==> config.mk <==
export PLATFORM = sky130hd
export DESIGN_NAME = fifo_thresh
export DESIGN_NICKNAME = d
export VERILOG_FILES = /design/src/rtl/fifo_pkg.sv /design/src/rtl/fifo_mem.sv /design/src/rtl/fifo_thresh.sv
export SDC_FILE = /design/constraint.sdc
export NUM_CORES = 1
export LEC_CHECK = 0
export CAP_MARGIN = 20
export CORE_UTILIZATION = 45
export DETAILED_ROUTE_END_ITERATION = 7
export GPL_ROUTABILITY_DRIVEN = 0
export PLACE_DENSITY_LB_ADDON = 0.05
export SYNTH_ARGS = -nofsm -noshare
export SYNTH_HDL_FRONTEND = slang
export SYNTH_HIERARCHICAL = 1
export SYNTH_SLANG_ARGS = --single-unit
export TNS_END_PERCENT = 1
==> constraint.sdc <==
create_clock -name clk -period 3.35 [get_ports clk]
set_input_delay 0.67 -clock clk [delete_from_list [all_inputs] [get_ports clk]]
set_output_delay 0.67 -clock clk [all_outputs]
set_load 0.05 [all_outputs]
==> src/rtl/fifo_pkg.sv <==
// fifo_pkg: shared constants and width helpers for the fifo_thresh family.
//   ptr_width(depth)   - bits needed to address 'depth' entries.
//   count_width(depth) - bits needed to hold an occupancy of 0..depth.
//   MODE_STD / MODE_FWFT - values for the FWFT parameter of fifo_thresh.
package fifo_pkg;

  localparam int MODE_STD  = 0;  // registered read, data one cycle after pop
  localparam int MODE_FWFT = 1;  // head entry visible on data_out while !empty

  function automatic int ptr_width(input int depth);
    return $clog2(depth);
  endfunction

  // One extra bit so that a completely full FIFO (count == depth) is representable.
  function automatic int count_width(input int depth);
    return $clog2(depth) + 1;
  endfunction

endpackage

==> src/rtl/fifo_mem.sv <==
// fifo_mem: dual-port register array backing the FIFO.
//   clk   - write clock (rising edge)
//   we    - write enable; stores wdata at waddr on the edge
//   waddr - write address
//   wdata - write data
//   raddr - asynchronous read address
//   rdata - contents of mem[raddr], combinational
// Contents are intentionally not reset.
module fifo_mem
  import fifo_pkg::*;
#(
  parameter int DEPTH  = 8,
  parameter int WIDTH  = 32,
  parameter int ADDR_W = ptr_width(DEPTH)
) (
  input  logic              clk,
  input  logic              we,
  input  logic [ADDR_W-1:0] waddr,
  input  logic [WIDTH-1:0]  wdata,
  input  logic [ADDR_W-1:0] raddr,
  output logic [WIDTH-1:0]  rdata
);

  logic [WIDTH-1:0] mem [DEPTH];

  always_ff @(posedge clk) begin
    if (we) begin
      mem[waddr] <= wdata;
    end
  end

  assign rdata = mem[raddr];

endmodule

==> src/rtl/fifo_thresh.sv <==
// fifo_thresh: single-clock FIFO with occupancy count, almost-full/almost-empty
// thresholds, sticky overflow/underflow flags and selectable FWFT read mode.
//   clk, rst_n     - clock; asynchronous active-low reset
//   cs             - chip select; wr_en/rd_en are ignored while low
//   wr_en, data_in - write request and data
//   rd_en          - read (pop) request
//   clr_err        - clears overflow/underflow (a same-cycle set wins)
//   data_out       - read data (registered in standard mode, head entry in FWFT)
//   empty, full, almost_empty, almost_full, count - registered status
//   overflow, underflow - sticky error flags
//
// Handshake: a request is an (cs & wr_en) or (cs & rd_en) sampled on the rising
// edge. It is accepted only if the FIFO is not full (write) / not empty (read)
// as seen before that edge; an accepted read and a rejected write (or vice
// versa) in the same cycle are handled independently. Rejected requests are
// dropped and only leave a trace in overflow/underflow.
module fifo_thresh
  import fifo_pkg::*;
#(
  parameter int FIFO_DEPTH = 8,
  parameter int DATA_WIDTH = 32,
  parameter int AF_LEVEL   = FIFO_DEPTH - 1,
  parameter int AE_LEVEL   = 1,
  parameter int FWFT       = MODE_STD
) (
  input  logic                              clk,
  input  logic                              rst_n,
  input  logic                              cs,
  input  logic                              wr_en,
  input  logic                              rd_en,
  input  logic [DATA_WIDTH-1:0]             data_in,
  input  logic                              clr_err,
  output logic [DATA_WIDTH-1:0]             data_out,
  output logic                              empty,
  output logic                              full,
  output logic                              almost_empty,
  output logic                              almost_full,
  output logic [count_width(FIFO_DEPTH)-1:0] count,
  output logic                              overflow,
  output logic                              underflow
);

  localparam int PW = ptr_width(FIFO_DEPTH);
  localparam int CW = count_width(FIFO_DEPTH);

  localparam logic [CW-1:0] DEPTH_C = CW'(FIFO_DEPTH);
  localparam logic [CW-1:0] AF_C    = CW'(AF_LEVEL);
  localparam logic [CW-1:0] AE_C    = CW'(AE_LEVEL);

  logic [PW-1:0]         wr_ptr;
  logic [PW-1:0]         rd_ptr;
  logic [CW-1:0]         count_nxt;
  logic                  wr_acc;
  logic                  rd_acc;
  logic                  ov_set;
  logic                  un_set;
  logic [DATA_WIDTH-1:0] rd_data;

  // Acceptance uses the registered flags, i.e. the pre-edge occupancy.
  always_comb begin
    wr_acc    = cs & wr_en & ~full;
    rd_acc    = cs & rd_en & ~empty;
    ov_set    = cs & wr_en & full;
    un_set    = cs & rd_en & empty;
    count_nxt = count;
    unique case ({wr_acc, rd_acc})
      2'b10:   count_nxt = count + CW'(1);
      2'b01:   count_nxt = count - CW'(1);
      default: count_nxt = count;
    endcase
  end

  // Flags are decoded from the next count so they are plain registers that
  // move on the same edge as count itself.
  always_ff @(posedge clk or negedge rst_n) begin
    if (!rst_n) begin
      wr_ptr       <= '0;
      rd_ptr       <= '0;
      count        <= '0;
      empty        <= 1'b1;
      full         <= 1'b0;
      almost_empty <= 1'b1;
      almost_full  <= 1'b0;
      overflow     <= 1'b0;
      underflow    <= 1'b0;
    end else begin
      if (wr_acc) wr_ptr <= wr_ptr + PW'(1);
      if (rd_acc) rd_ptr <= rd_ptr + PW'(1);
      count        <= count_nxt;
      empty        <= (count_nxt == '0);
      full         <= (count_nxt == DEPTH_C);
      almost_empty <= (count_nxt <= AE_C);
      almost_full  <= (count_nxt >= AF_C);
      overflow     <= ov_set | (overflow & ~clr_err);
      underflow    <= un_set | (underflow & ~clr_err);
    end
  end

  fifo_mem #(
    .DEPTH  (FIFO_DEPTH),
    .WIDTH  (DATA_WIDTH),
    .ADDR_W (PW)
  ) u_mem (
    .clk   (clk),
    .we    (wr_acc),
    .waddr (wr_ptr),
    .wdata (data_in),
    .raddr (rd_ptr),
    .rdata (rd_data)
  );

  generate
    if (FWFT == MODE_FWFT) begin : g_fwft
      // Head entry is shown directly; forced to zero while empty so stale
      // memory never leaks out.
      assign data_out = empty ? '0 : rd_data;
    end else begin : g_std
      logic [DATA_WIDTH-1:0] data_q;
      always_ff @(posedge clk or negedge rst_n) begin
        if (!rst_n) begin
          data_q <= '0;
        end else if (rd_acc) begin
          data_q <= rd_data;
        end
      end
      assign data_out = data_q;
    end
  endgenerate

endmodule

==> metrics.txt <==
TritonCTS Buffers 31; Post-Place Cells 1,000; Critical Path Stages 1; drt total wl 23,180 um; Pwr Total 12.47 mW; CTS sink count 304; CTS tree built; status complete, no violations; synthesized area 11,840 um^2; number of fillers in the final layout 1,919; post-synth cell types 39; worst slack at placement 404.8 ps; CP Data Arrival Time 1910 ps; Fmax 0.3870 GHz; Layout area overhead 21.16%; Die Wd 164.2 um; maximum fanout along the worst path 8; Slowest cell on crit path clkdlybuf4s50_1; Via-to-Cell Ratio 5.346; vias in the first global route 5,984; synthesized area per cell 20.06 um^2; first-pass GRT wire length 35,220 um; Iter 0 DRT Violations 364; crit end category output port; chip height 164.2 um; Post-CTS Setup Bufs 0; post-route setup slack 766.0 ps; placed cell areas 13,210 um^2; clock skew 13.42 ps; area of the multi-input gates 2820 um^2; Core Area 25,470 um^2; Initial Util 46.46%; initial antenna violation count 0; MaxCap Viol Count 0; CP delay by family, top buffers and inverters; pwr dens 869.5 nW/um^2; nets 745; Skew-Pair Late Insertion Delay 550 ps; hold buffer count at cts 0; Site Rows 58; I/O pin count 80; Worst Setup Path Type reg2out; Seq/Total Area, Yosys 75.12%; CP startpoint kind register; largest net degree at the start of global routing 37; final setup fails 0; dominant cell type by area after synthesis edfxtp_1; CP peak stage delay 860 ps; All-Layer GR Usage 17.84%; P_leak 5.072 nW; die area 26,950 um^2; Yosys warning total 6; Worst Path Buf+Inv 1; Worst slew margin 33.26%; grt ovf 0; syn nets 632; Worst-Margin Slew 1001 ps; Final Max Slew Viols 0; Critical Path RT 2680 ps; sequential cell area 8897 um^2; CTS clk-pin slew, worst paths 60 ps; post-synth top area share 64.95%; DPL Wire Length 13,360 um; Hold WC Path Type in2async; WL per Instance 21.91 um; RSZ-0062 raised after global routing no; fin area 14,340 um^2; Final min period 2584 ps; Buffers on Ports 79; Cell Chain, Critical Path clkdlybuf4s50_1; Min Hold Slack 289.1 ps; DRT Pass-1 Iters 4; R2R Setup Slk 1100 ps; final hold vios 0; Max clock buf depth 3; H-Tree Depth 1; final cell count without fillers 1,058; reg2reg path depth 5; largest cells by area after synthesis edfxtp_1, dfrtp_1, mux4_1, mux4_2, nand2_1; antenna-violating nets left 0; final antenna diode count 0; Seq cells post-synth 304; share of cells above drive strength 1 22.39%; period utilisation layout 77.13%; Root Driver clkbuf_16; DRC Markers 0; cts repair resizes 0; worst-case vdd ir drop 0.4838 mV; Vias 5,656; cells after synthesis 590
## stage by stage
step           util [%]  setup TNS [ps]
2_1_floorplan         -          -14660
3_3_place_gp      51.86               0
3_5_place_dp      51.86               0
4_1_cts           56.30               0
5_1_grt           56.30               0
6_report          56.30               0
## registers in the layout, indices dropped and copies added (netlist names)
name / count
full: 1
almost_empty: 1
empty: 1
data_out: 32
overflow: 1
almost_full: 1
underflow: 1
wr_ptr: 3
rd_ptr: 3
count: 4
u_mem/mem: 256
## cell type report
class                   count  area share, %
repair buffers            105          7.364
clock inverters            24          2.321
flip-flops and latches    304          62.05
clock buffers              34          5.558
well taps                 330          2.879
inverters                   6         0.1658
multi-input cells         255          19.67
## placed cells by master (no fill, tap or decap), types with 3 or more instances in the layout
| master | n |
|---|---|
| buf_4 | 20 |
| mux4_1 | 40 |
| nor2_4 | 6 |
| dfrtp_1 | 43 |
| xnor2_1 | 4 |
| nor2_1 | 3 |
| bufinv_16 | 8 |
| clkdlybuf4s50_1 | 78 |
| clkinv_2 | 13 |
| o21ai_0 | 3 |
| inv_1 | 3 |
| xor2_1 | 3 |
| nand2b_1 | 4 |
| nor3_2 | 3 |
| buf_12 | 6 |
| ha_1 | 4 |
| edfxtp_1 | 256 |
| mux4_2 | 24 |
| mux2_2 | 34 |
| clkbuf_16 | 31 |
| nand2_1 | 106 |
## final timing paths
check                             startpoint           end
worst min register to register  data_out[17]  data_out[17]
worst min-delay path                   rst_n  data_out[26]
worst max register to register     rd_ptr[0]   data_out[9]
max in group asynchronous              rst_n  almost_empty
worst max-delay path                count[2]      count[2]
min in group clk                data_out[17]  data_out[17]
## cells by family (layout without fill, tap and decap cells)
| logic type | count (synthesis) | count (layout) | share of synthesized area [%] |
|---|---|---|---|
| flops | 304 | 304 | 75.12 |
| simple gates | 134 | 134 | 4.905 |
| mux | 98 | 98 | 16.68 |
| buf+inv | 31 | 169 | 1.565 |
| compound gates | 11 | 11 | 0.6449 |
| xor+xnor | 8 | 8 | 0.6555 |
| fa+ha+maj | 4 | 4 | 0.4229 |
## Yosys cell counts
cell	instances
nand3_1	2
or3b_1	1
edfxtp_1	256
mux2_2	34
a221oi_2	1
nor3_2	2
o211ai_1	1
nor2_1	9
o21ai_0	3
a21boi_1	1
a21oi_1	2
or3_1	1
nand2_1	106
mux4_1	40
inv_1	3
buf_2	6
xnor2_1	4
nand4_1	1
nand2b_1	4
or2_1	1
mux4_2	24
clkbuf_1	7
dfrtp_1	46
o21ai_1	1
dfstp_2	2
xor2_1	3
and2b_1	1
buf_6	8
a21o_1	1
nand3b_4	1
xnor2_2	1
clkinv_2	1
a221oi_1	1
buf_1	4
inv_2	2
ha_1	4
nor3b_1	2
nand2b_4	1
nor3_1	2
## power breakdown
group / total [mW] / switching (mW) / internal [mW]
sequential: 5.08 / 0.466 / 4.62
clock: 3.75 / 1.42 / 2.33
combinational: 3.64 / 1.97 / 1.67
total: 12.5 / 3.85 / 8.62
## layer usage
layer,share of wire (%),track usage (%)
met1,45,25.13
met2,49,29.50
met3,4.7,2.626
met4,0.99,4.040
met5,0,0
Note: power is estimated with default switching activity, not from simulation.
